### config.mk
export PLATFORM = sky130hd
export DESIGN_NAME = key_code_fifo
export DESIGN_NICKNAME = d
export VERILOG_FILES = /design/src/rtl/key_code_fifo.sv
export SDC_FILE = /design/constraint.sdc
export NUM_CORES = 1
export LEC_CHECK = 0
export CAP_MARGIN = 20
export CORE_MARGIN = 2
export CORE_UTILIZATION = 50
export CTS_CLUSTER_SIZE = 8
export DETAILED_ROUTE_END_ITERATION = 10
export PLACE_DENSITY = 0.76
export SLEW_MARGIN = 20
export SYNTH_ARGS = -nofsm -noshare
export SYNTH_HDL_FRONTEND = slang
export SYNTH_SLANG_ARGS = --single-unit
### constraint.sdc
create_clock -name clk -period 2 [get_ports clk]
set_input_delay 0.6 -clock clk [delete_from_list [all_inputs] [get_ports clk]]
set_output_delay 0.6 -clock clk [all_outputs]
set_load 0.02 [all_outputs]
### src/rtl/key_code_fifo.sv
// key_code_fifo
//   Debounces the 4-bit priority-encoder code and queues each newly settled active index in a
//   small FIFO. The FIFO is drained through a valid/ready port.
//
// Parameters
//   DEPTH     FIFO entries (power of two, 2..16)
//   STABLE    edges the synchronised code must hold before acceptance (1..15)
// Ports
//   clk        sole clock, rising edge
//   rst_n      asynchronous active-low reset
//   x          encoder code: x[3] any-active, x[2:0] index (asynchronous to clk)
//   out_ready  consumer takes the head entry this cycle
//   ovf_clr    synchronous clear of the sticky overflow flag
//   code_out   index at FIFO head, 0 when empty
//   out_valid  FIFO non-empty
//   count      entries held, 0..DEPTH
//   overflow   sticky: an event was dropped because the FIFO was full
module key_code_fifo #(
    parameter int unsigned DEPTH  = 4,
    parameter int unsigned STABLE = 3
) (
    input  logic                     clk,
    input  logic                     rst_n,
    input  logic [3:0]               x,
    input  logic                     out_ready,
    input  logic                     ovf_clr,
    output logic [2:0]               code_out,
    output logic                     out_valid,
    output logic [$clog2(DEPTH):0]   count,
    output logic                     overflow
);

    localparam int unsigned AW        = $clog2(DEPTH);
    localparam logic [3:0]  StableCnt = 4'(STABLE);
    localparam logic [AW:0] FullCnt   = (AW + 1)'(DEPTH);

    logic [3:0]  s1_q, s2_q, prev_q, acc_q, cnt_q;
    logic [AW:0] wptr_q, rptr_q;
    logic [2:0]  mem_q [DEPTH];
    logic        overflow_q;

    logic accept, push, pop, full, empty, wr_en, drop;

    always_comb begin
        // A settled code is accepted only once; acc remembers the last accepted code,
        // so a release (x[3] = 0) re-arms the same index.
        accept    = (cnt_q == StableCnt) && (prev_q != acc_q);
        push      = accept && prev_q[3];
        count     = wptr_q - rptr_q;
        empty     = (wptr_q == rptr_q);
        full      = (count == FullCnt);
        pop       = !empty && out_ready;
        // A simultaneous pop frees the slot, so a push into a full FIFO still lands.
        wr_en     = push && (!full || pop);
        drop      = push && full && !pop;
        out_valid = !empty;
        code_out  = empty ? 3'd0 : mem_q[rptr_q[AW-1:0]];
        overflow  = overflow_q;
    end

    always_ff @(posedge clk or negedge rst_n) begin
        if (!rst_n) begin
            s1_q       <= 4'd0;
            s2_q       <= 4'd0;
            prev_q     <= 4'd0;
            acc_q      <= 4'd0;
            cnt_q      <= 4'd0;
            wptr_q     <= '0;
            rptr_q     <= '0;
            overflow_q <= 1'b0;
        end else begin
            s1_q   <= x;
            s2_q   <= s1_q;
            prev_q <= s2_q;
            if (s2_q != prev_q) begin
                cnt_q <= 4'd0;
            end else if (cnt_q != StableCnt) begin
                cnt_q <= cnt_q + 4'd1;
            end
            if (accept) begin
                acc_q <= prev_q;
            end
            if (wr_en) begin
                wptr_q <= wptr_q + 1'b1;
            end
            if (pop) begin
                rptr_q <= rptr_q + 1'b1;
            end
            // A drop wins over a coincident clear.
            if (drop) begin
                overflow_q <= 1'b1;
            end else if (ovf_clr) begin
                overflow_q <= 1'b0;
            end
        end
    end

    // Storage needs no reset: entries are only visible between the pointers.
    always_ff @(posedge clk) begin
        if (wr_en) begin
            mem_q[wptr_q[AW-1:0]] <= prev_q[2:0];
        end
    end

endmodule
==> results of run 1 <==
-- power breakdown --
group / switching, mW / total, mW / internal [mW]
registers: 0.0471 / 0.919 / 0.872
clock network: 0.271 / 0.484 / 0.213
logic: 0.538 / 1.23 / 0.691
total: 0.856 / 2.63 / 1.78
-- stage by stage --
step	instance area [um2]	std cells	power, mW	util (%)
finish	2200	197	2.63	70.4
global route	2200	197	2.77	70.4
CTS	2170	196	2.60	69.5
detailed placement	2020	183	1.92	64.4
global placement	2020	183	1.90	64.4
floorplan	1700	109	1.51	-
-- how the worst min path moves through the flow --
stage / from / to / slack (ns) / cells after the start
after floorplan: rst_n / acc_q[0]$_DFFE_PN0P_ / 0.30 / 0
after global placement: s1_q[0]$_DFF_PN0_ / s2_q[0]$_DFF_PN0_ / 0.33 / 0
after detailed placement: s1_q[2]$_DFF_PN0_ / s2_q[2]$_DFF_PN0_ / 0.34 / 0
after CTS: s1_q[2]$_DFF_PN0_ / s2_q[2]$_DFF_PN0_ / 0.36 / 0
after global routing: s1_q[3]$_DFF_PN0_ / s2_q[3]$_DFF_PN0_ / 0.37 / 0
final: s1_q[2]$_DFF_PN0_ / s2_q[2]$_DFF_PN0_ / 0.36 / 0
-- flip-flops by register name, indices dropped and copies added (netlist names) --
| name | flops |
|---|---|
| acc_q | 4 |
| cnt_q | 4 |
| mem_q | 12 |
| overflow | 1 |
| prev_q | 4 |
| rptr_q | 3 |
| s1_q | 4 |
| s2_q | 4 |
| wptr_q | 3 |
-- final cells by class --
cell class / instances / share of cell area [%]
Sequential cell: 39 / 47.2
Multi-Input combinational cell: 61 / 30.6
Timing Repair Buffer: 36 / 14.6
Clock buffer: 6 / 2.84
Tap cell: 44 / 2.50
Inverter: 9 / 1.65
Clock inverter: 2 / 0.625
-- timing repair --
action | in CTS | in global routing
setup buffers | 5 | 1
setup endpoints to repair | 19 | 22
cloned | 0 | 0
pin swaps | 5 | 4
resized for setup | 50 | 4
-- routing by layer --
layer / vias up / routed length [um] / share of wire [%]
met5: - / 0 / 0
met2: 15 / 1410 / 50
met4: 0 / 43 / 1.5
met3: 5 / 90 / 3.2
met1: 475 / 1290 / 45
li1: 465 / - / -
-- logic make-up (layout without fill, tap and decap cells) --
| family | after synthesis | in the layout |
|---|---|---|
| flops | 39 | 39 |
| mux | 9 | 9 |
| xor+xnor | 15 | 15 |
| simple gates | 20 | 20 |
| fa+ha+maj | 9 | 9 |
| compound gates | 8 | 8 |
| buf+inv | 9 | 53 |
-- worst reg2reg max path: cells and delay by family (launching register included) --
family          cells  cell delay [ns]
simple gates        1             0.22
buf+inv             1             0.13
flops               1             0.45
fa+ha+maj           2             0.53
compound gates      1             0.24
xor+xnor            1             0.15
-- cell usage in the layout, fill, tap and decap left out, types with 3 or more instances in the layout --
cell type	count
buf_6	9
nor2_1	3
buf_4	18
inv_1	6
ha_1	6
edfxtp_1	12
clkbuf_4	5
clkdlybuf4s50_1	8
dfrtp_1	25
xnor2_1	11
mux4_2	3
mux2_2	4
and2_4	6
==> flow_summary_export.csv, run 1 <==
group,metric,value,unit
run_status,status,"finished with violations",
run_status,violations,"negative setup slack",
power_and_ir_drop,power_density,1190,nW/um2
grt,grt_pass1_vias,1018,
place,pre_cts_slack,-0.385,ns
timing,hold_viol_final,0,
floorplanning,ios,16,
timing,rsz0062_at_grt,"true",
run,maxCapViolations,0,
setup_path,startpoint_type,"flip-flop",
floorplanning,die_h,61.8,um
synthesis,synth_top_area_share,40.4,%
setup_path,crit_end,"count[1]",
synthesis,synthSimpleGateAreaFrac,7.12,%
synthesis,synth.area.top_cells,"dfrtp_1 40%, edfxtp_1 22%, ha_1 6.0%",
floorplanning,core,3130,um2
cts,hold_buffers,0,
synthesis,synthArstFlopShare,69.2,%
synthesis,synth-warning-count,0,
route,drcViolationCount,0,
setup_path,r2r_cells,6,
finish,fillers,219,
floorplanning,row_count,20,
cts,cts_tree,"done",
cts,clk_pin_slew_worst_paths,0.13,ns
cts,cts_inserted_buffers,5,
route,wl_per_cell,14.4,um
setup_path,r2r_start,"rptr_q[0]$_DFFE_PN0P_",
synthesis,synth-seq-cells,39,
route,dr.pass1.iters,4,
grt,grt.total_usage,18.6,%
timing,finalCritPeriodShare,113,%
setup_path,r2r_end,"mem_q[1][0]$_DFFE_PP_",
setup_path,crit_cells,4,
place,gp_congestion,0.803,
route,num_vias,960,
grt,grt_use_met3,6.21,%
finish,drive_gt1_share,42.5,%
cts,cts_max_level,2,
timing,setup_viol,5,
synthesis,synth_seq_area_share,62.0,%
place,port_buffers,15,
route,drtIter0Drc,14,
grt,gr-max-usage-layer,"met2",
synthesis,syn_inst,109,
power_and_ir_drop,leakage,0.927,nW
setup_path,path_class,"reg -> out",
cts,clkSinkCount,39,
grt,grt_max_degree,28,
setup_path,critPathRequiredTime,1.40,ns
setup_path,crit_fanout,2,
floorplanning,die_w,61.8,um
synthesis,synth_most_common_cell,"dfrtp_1",
synthesis,synth_area_per_cell,15.3,um2
floorplanning,die_area,3820,um2
grt,grt_use_met1,23.7,%
setup_path,critical_path.max_stage_delay,0.54,ns
setup_path,arrival,1.66,ns
synthesis,synth-xor-area-share,8.76,%
setup_path,cp.buffers_inverters,2,
timing,fin_crit,2.26,ns
route,wl,2840,um
grt,grtUsageMet2,29.9,%
timing,whs,0.360,ns
timing,slew-limit-headroom,66.7,%
setup_path,crit_slowest_cell,"fa_2",
cts,clk_latency,0.35,ns
synthesis,yosys.area_share.adder,7.19,%
power_and_ir_drop,vdd_drop_max,949,uV
synthesis,synth_top_cells_by_count,"27 x dfrtp_1, 12 x edfxtp_1, 11 x xnor2_1",
finish,seqCellArea,1040,um2
timing,finalClockSkew,0.0147,ns
cts,clock_path_buffers,2,
floorplanning,initial_utilization,53.4,%
synthesis,ys_types,29,
synthesis,synth-compound-area-share,4.64,%
synthesis,synthesis.nets,126,
route,ant_nets,0,
setup_path,endpoint_kind,"output pin",
synthesis,synth_top_family_by_area,"XOR/XNOR gates",
synthesis,synth_flop_cell,"dfrtp_1",
setup_path,worstPathCellList,"ha_4 > fa_2 > inv_4 > buf_6",
timing,fmax,0.442,GHz
timing,worstMarginPinSlew,0.498,ns
timing,setup_slack,-0.263,ns
synthesis,synthMuxAreaShare,8.24,%
grt,antenna_found_initial,0,
finish,antenna_cells,0,
timing,drv_slew,0,
worst_hold_path,hp-class,"reg -> reg",
synthesis,synth_edf_count,12,
place,hpwlAfterDp,2070,um
setup_path,reg2reg_slack,0,ns
finish,multi_input_area,674,um2
finish,nets,169,
finish,syn2layout_area_growth,31.8,%
cts,cts-root-buf,"clkbuf_4",
timing,fin_tns_setup,-1.28,ns
setup_path,crit_start,"rptr_q[0]$_DFFE_PN0P_",
setup_path,crit_family,"adder cells",
synthesis,synth_largest_area_cell,"dfrtp_1",
synthesis,syn_area,1670,um2
grt,overflow,0,
grt,grt_pass1_wl,4830,um
route,vias_per_cell,4.87,
No activity file was read; power rests on OpenSTA's default activity.
==> run 2: changes to the inputs <==
--- a/config.mk
+++ b/config.mk
@@ -8,6 +8,7 @@
 export CAP_MARGIN = 20
 export CORE_MARGIN = 2
 export CORE_UTILIZATION = 50
+export CTS_BUF_LIST = sky130_fd_sc_hd__clkbuf_8
 export CTS_CLUSTER_SIZE = 8
 export DETAILED_ROUTE_END_ITERATION = 10
 export PLACE_DENSITY = 0.76
==> flow_summary_export.csv, run 2 (synthesis gave the netlist of run 1 again) <==
group,metric,value,unit
finish,design_area,2200,um2
power_and_ir_drop,pwr-share-seq,34.0,%
cts,clkSinkCount,39,
timing,worstMarginPinSlew,0.495,ns
finish,nets,167,
power_and_ir_drop,power_density,1230,nW/um2
grt,grtUsageMet2,31.1,%
grt,grt_pass1_vias,1017,
power_and_ir_drop,p_int,1.87,mW
grt,grt.total_usage,19.3,%
timing,finalCritPeriodShare,110,%
timing,fin_crit,2.19,ns
route,num_vias,959,
route,vias_per_cell,4.92,
run,maxCapViolations,0,
setup_path,crit_fanout,4,
setup_path,path_class,"reg -> out",
power_and_ir_drop,clock_power_share,23.9,%
floorplanning,ios,16,
timing,fin_tns_setup,-0.893,ns
finish,drive_gt1_share,40.4,%
route,wl,2840,um
power_and_ir_drop,p_sw_share,30.8,%
setup_path,arrival,1.59,ns
floorplanning,die_area,3820,um2
cts,clk_latency,0.29,ns
timing,whs,0.351,ns
timing,setup_slack,-0.193,ns
power_and_ir_drop,vdd_drop_max,820,uV
worst_hold_path,hp-class,"reg -> reg",
route,ant_nets,0,
timing,drv_slew,0,
floorplanning,core,3130,um2
grt,gr-max-usage-layer,"met2",
grt,overflow,0,
place,placed_cells,183,
setup_path,endpoint_kind,"output pin",
route,drtIter0Drc,38,
grt,grt_use_met1,24.2,%
cts,cts_inserted_buffers,5,
cts,clock_path_buffers,2,
floorplanning,die_h,61.8,um
power_and_ir_drop,combPwrFrac,42.1,%
timing,hold_viol_final,0,
place,port_buffers,15,
finish,fin_cells,195,
cts,clk_pin_slew_worst_paths,0.07,ns
timing,fmax,0.456,GHz
run_status,status,"finished with violations",
timing,rsz0062_at_grt,"true",
route,wl_per_cell,14.6,um
finish,largest_register_ffs,12,
power_and_ir_drop,leakage,0.931,nW
finish,final_common_cell,"dfrtp_1",
route,dr.pass1.iters,4,
grt,grt_max_degree,28,
grt,grt_pass1_wl,4950,um
timing,setup_viol,5,
power_and_ir_drop,p_sw,831,uW
route,drcViolationCount,0,
floorplanning,die_w,61.8,um
timing,finalClockSkew,0.00501,ns
timing,slew-limit-headroom,66.8,%
power_and_ir_drop,power,2.70,mW
place,hpwlAfterDp,2070,um
finish,most-common-layout-cells,"26 x dfrtp_1, 18 x buf_4, 12 x edfxtp_1",
floorplanning,row_count,20,
cts,cts-root-buf,"clkbuf_8",
grt,antenna_found_initial,0,
cts,cts_max_level,2,
place,place_area,2020,um2
setup_path,critPathRequiredTime,1.40,ns
finish,antenna_cells,0,
place,gp_congestion,0.803,
grt,grt_use_met3,6.21,%
run_status,violations,"negative setup slack",
floorplanning,initial_utilization,53.4,%
finish,syn2layout_area_growth,31.5,%
cts,cts_tree,"done",
setup_path,startpoint_type,"flip-flop",
-- run 2: path summary, 6_finish.rpt --
check / start / endpoint / slack (ns) / cells after the start
max: rptr_q[0]$_DFFE_PN0P_ / code_out[0] / -0.19 / 4
min: s1_q[2]$_DFF_PN0_ / s2_q[2]$_DFF_PN0_ / 0.35 / 0
max reg2reg: rptr_q[0]$_DFFE_PN0P_ / mem_q[1][0]$_DFFE_PP_ / 0.03 / 6
min reg2reg: s1_q[2]$_DFF_PN0_ / s2_q[2]$_DFF_PN0_ / 0.35 / 0
max in group asynchronous: rst_n / rptr_q[0]$_DFFE_PN0P_ / 1.06 / 2
min in group asynchronous: rst_n / overflow$_DFFE_PN0P_ / 0.68 / 2
-- run 2: area by class of cell --
class	count	area, um2
fill	213	931
sequential	39	1040
inverter	9	36.3
multi-input combinational	61	657
timing repair buffer	34	299
clock buffer	5	68.8
clock inverter	3	43.8
tap	44	55.1
-- run 2: power groups by stage --
stage	registers (mW)	clock network (mW)	logic, mW
global placement	0.932	0	0.967
CTS	0.917	0.669	1.12
finish	0.918	0.644	1.14
floorplan	0.951	0	0.560
global route	0.924	0.691	1.24
detailed placement	0.935	0	0.985
-- run 2: per-layer routing --
metal / up-vias / wire [um] / part of all wire [%]
met1: 472 / 1240 / 44
li1: 460 / - / -
met3: 4 / 97 / 3.4
met2: 23 / 1460 / 51
met4: 0 / 44 / 1.5
met5: - / 0 / 0
-- run 2: metrics by stage --
step                util [%]  setup slack, ns
finish                  70.2           -0.193
global route            70.2           -0.250
CTS                     69.7           -0.218
detailed placement      64.4           -0.385
global placement        64.4           -0.344
floorplan                  -          0.00300
-- run 2: worst max-delay path, cell delays in order (launching register included) --
cell and delay [ns]:
dfrtp_2 0.39, buf_6 0.13, mux4_2 0.50, and2_4 0.15, buf_6 0.12
-- run 2: timing repair --
| action | CTS | global route |
|---|---|---|
| setup endpoints to repair | 19 | 20 |
| setup buffers | 3 | 1 |
| pin swaps | 4 | 4 |
| gates resized for setup | 44 | 4 |
| gates cloned | 0 | 0 |
| hold buffers | 0 | 0 |
==> run 3: changes to the inputs <==
--- a/config.mk
+++ b/config.mk
@@ -11,6 +11,7 @@
 export CTS_BUF_LIST = sky130_fd_sc_hd__clkbuf_8
 export CTS_CLUSTER_SIZE = 8
 export DETAILED_ROUTE_END_ITERATION = 10
+export GPL_TIMING_DRIVEN = 0
 export PLACE_DENSITY = 0.76
 export SLEW_MARGIN = 20
 export SYNTH_ARGS = -nofsm -noshare
==> flow_summary_export.csv, run 3 (synthesis gave the netlist of run 1 again) <==
group,metric,value,unit
cts,clk_pin_slew_worst_paths,0.08,ns
setup_path,crit_end,"count[2]",
setup_path,r2r_start,"rptr_q[0]$_DFFE_PN0P_",
run,maxCapViolations,0,
timing,rsz0062_at_grt,"true",
route,vias_per_cell,5.25,
run_status,status,"finished with violations",
power_and_ir_drop,power,2.71,mW
grt,overflow,0,
setup_path,cp.buffers_inverters,1,
cts,clock_path_buffers,2,
floorplanning,die_area,3820,um2
setup_path,crit_start,"rptr_q[0]$_DFFE_PN0P_",
timing,worstMarginPinSlew,0.612,ns
finish,syn2layout_area_growth,29.5,%
power_and_ir_drop,vdd_drop_max,771,uV
route,num_vias,976,
place,port_buffers,15,
setup_path,startpoint_type,"flip-flop",
place,hpwlAfterDp,1960,um
grt,grt_max_degree,28,
setup_path,critical_path.max_stage_delay,0.48,ns
floorplanning,die_w,61.8,um
finish,antenna_cells,0,
timing,drv_slew,0,
cts,cts_tree,"done",
setup_path,arrival,1.68,ns
cts,cts_max_level,2,
place,placed_cells,168,
timing,fin_crit,2.28,ns
timing,finalCritPeriodShare,114,%
route,ant_nets,0,
finish,most-common-layout-cells,"24 x dfrtp_1, 12 x edfxtp_1, 10 x xnor2_1, 10 x buf_6, 7 x clkdlybuf4s50_1",
setup_path,crit_family,"adder cells",
setup_path,worstPathCellList,"ha_4 > fa_2 > xnor2_4 > buf_6",
floorplanning,ios,16,
grt,antenna_found_initial,0,
cts,cts_inserted_buffers,5,
finish,fin_cells,186,
setup_path,reg2reg_slack,-0.21,ns
finish,largest_register_ffs,12,
grt,grt_pass1_vias,986,
grt,grt.total_usage,18.6,%
grt,grt_pass1_wl,4730,um
timing,slew-limit-headroom,59.2,%
setup_path,crit_slowest_cell,"dfrtp_2",
timing,setup_viol,20,
setup_path,path_class,"reg -> out",
finish,final_util,69.2,%
route,wl_per_cell,15.9,um
timing,hold_viol_final,0,
route,drtIter0Drc,36,
setup_path,endpoint_kind,"output pin",
setup_path,crit_cells,4,
timing,fmax,0.439,GHz
timing,whs,0.312,ns
timing,setup_slack,-0.278,ns
timing,finalClockSkew,0.00510,ns
setup_path,critPathRequiredTime,1.40,ns
run_status,violations,"negative setup slack",
floorplanning,row_count,20,
finish,nets,158,
floorplanning,initial_utilization,53.4,%
worst_hold_path,hp-class,"in -> async",
cts,clk_latency,0.29,ns
place,gp_congestion,0.761,
setup_path,r2r_end,"mem_q[0][0]$_DFFE_PP_",
finish,final_common_cell,"dfrtp_1",
power_and_ir_drop,power_density,1250,nW/um2
setup_path,crit_fanout,6,
setup_path,r2r_cells,8,
cts,cts-root-buf,"clkbuf_8",
power_and_ir_drop,leakage,0.886,nW
route,wl,2960,um
route,drcViolationCount,0,
floorplanning,core,3130,um2
route,dr.pass1.iters,4,
cts,clkSinkCount,39,
finish,drive_gt1_share,41.5,%
floorplanning,die_h,61.8,um
[run 3: power by group]
group	internal, mW	switching [mW]	total (mW)
Sequential	0.874	0.0729	0.946
Combinational	0.678	0.550	1.23
Clock	0.250	0.289	0.539
Total	1.80	0.912	2.71
[run 3: how the worst min path moves through the flow]
stage,end,slack [ns]
after floorplan,acc_q[0]$_DFFE_PN0P_,0.30
after global placement,s2_q[0]$_DFF_PN0_,0.33
after detailed placement,s2_q[0]$_DFF_PN0_,0.34
after CTS,wptr_q[1]$_DFFE_PN0P_,0.33
after global routing,wptr_q[1]$_DFFE_PN0P_,0.35
final,overflow$_DFFE_PN0P_,0.31
[run 3: cell type report]
cell class                 count  area, um2
clock buffer                   5       68.8
clock inverter                 3       22.5
fill                         215        965
inverter                       9       36.3
multi-input combinational     61        703
sequential                    39       1040
tap                           44       55.1
timing repair buffer          25        238
[run 3: metrics by stage]
step | setup WS (ns) | setup TNS [ns] | cell area (um2)
finish | -0.278 | -3.94 | 2160
global route | -0.325 | -5.05 | 2160
CTS | -0.284 | -2.41 | 2110
detailed placement | -0.556 | -4.97 | 1900
global placement | -0.537 | -4.64 | 1900
floorplan | 0.00300 | 0 | 1700
[run 3: timing repair]
action	in CTS	in global routing
resized for setup	51	9
buffers inserted	8	2
endpoints found under the setup margin	20	22
pin swaps	7	7
gates cloned	0	0
hold buffers	0	0
[run 3: routing by layer]
metal / vias up / part of all wire [%] / track usage, % / wire length [um]
li1: 439 / - / - / -
met1: 505 / 44 / 24.9 / 1300
met2: 24 / 50 / 28.3 / 1480
met3: 8 / 4.1 / 6.21 / 120
met4: 0 / 1.9 / 7.29 / 57
met5: - / 0 / 0 / 0
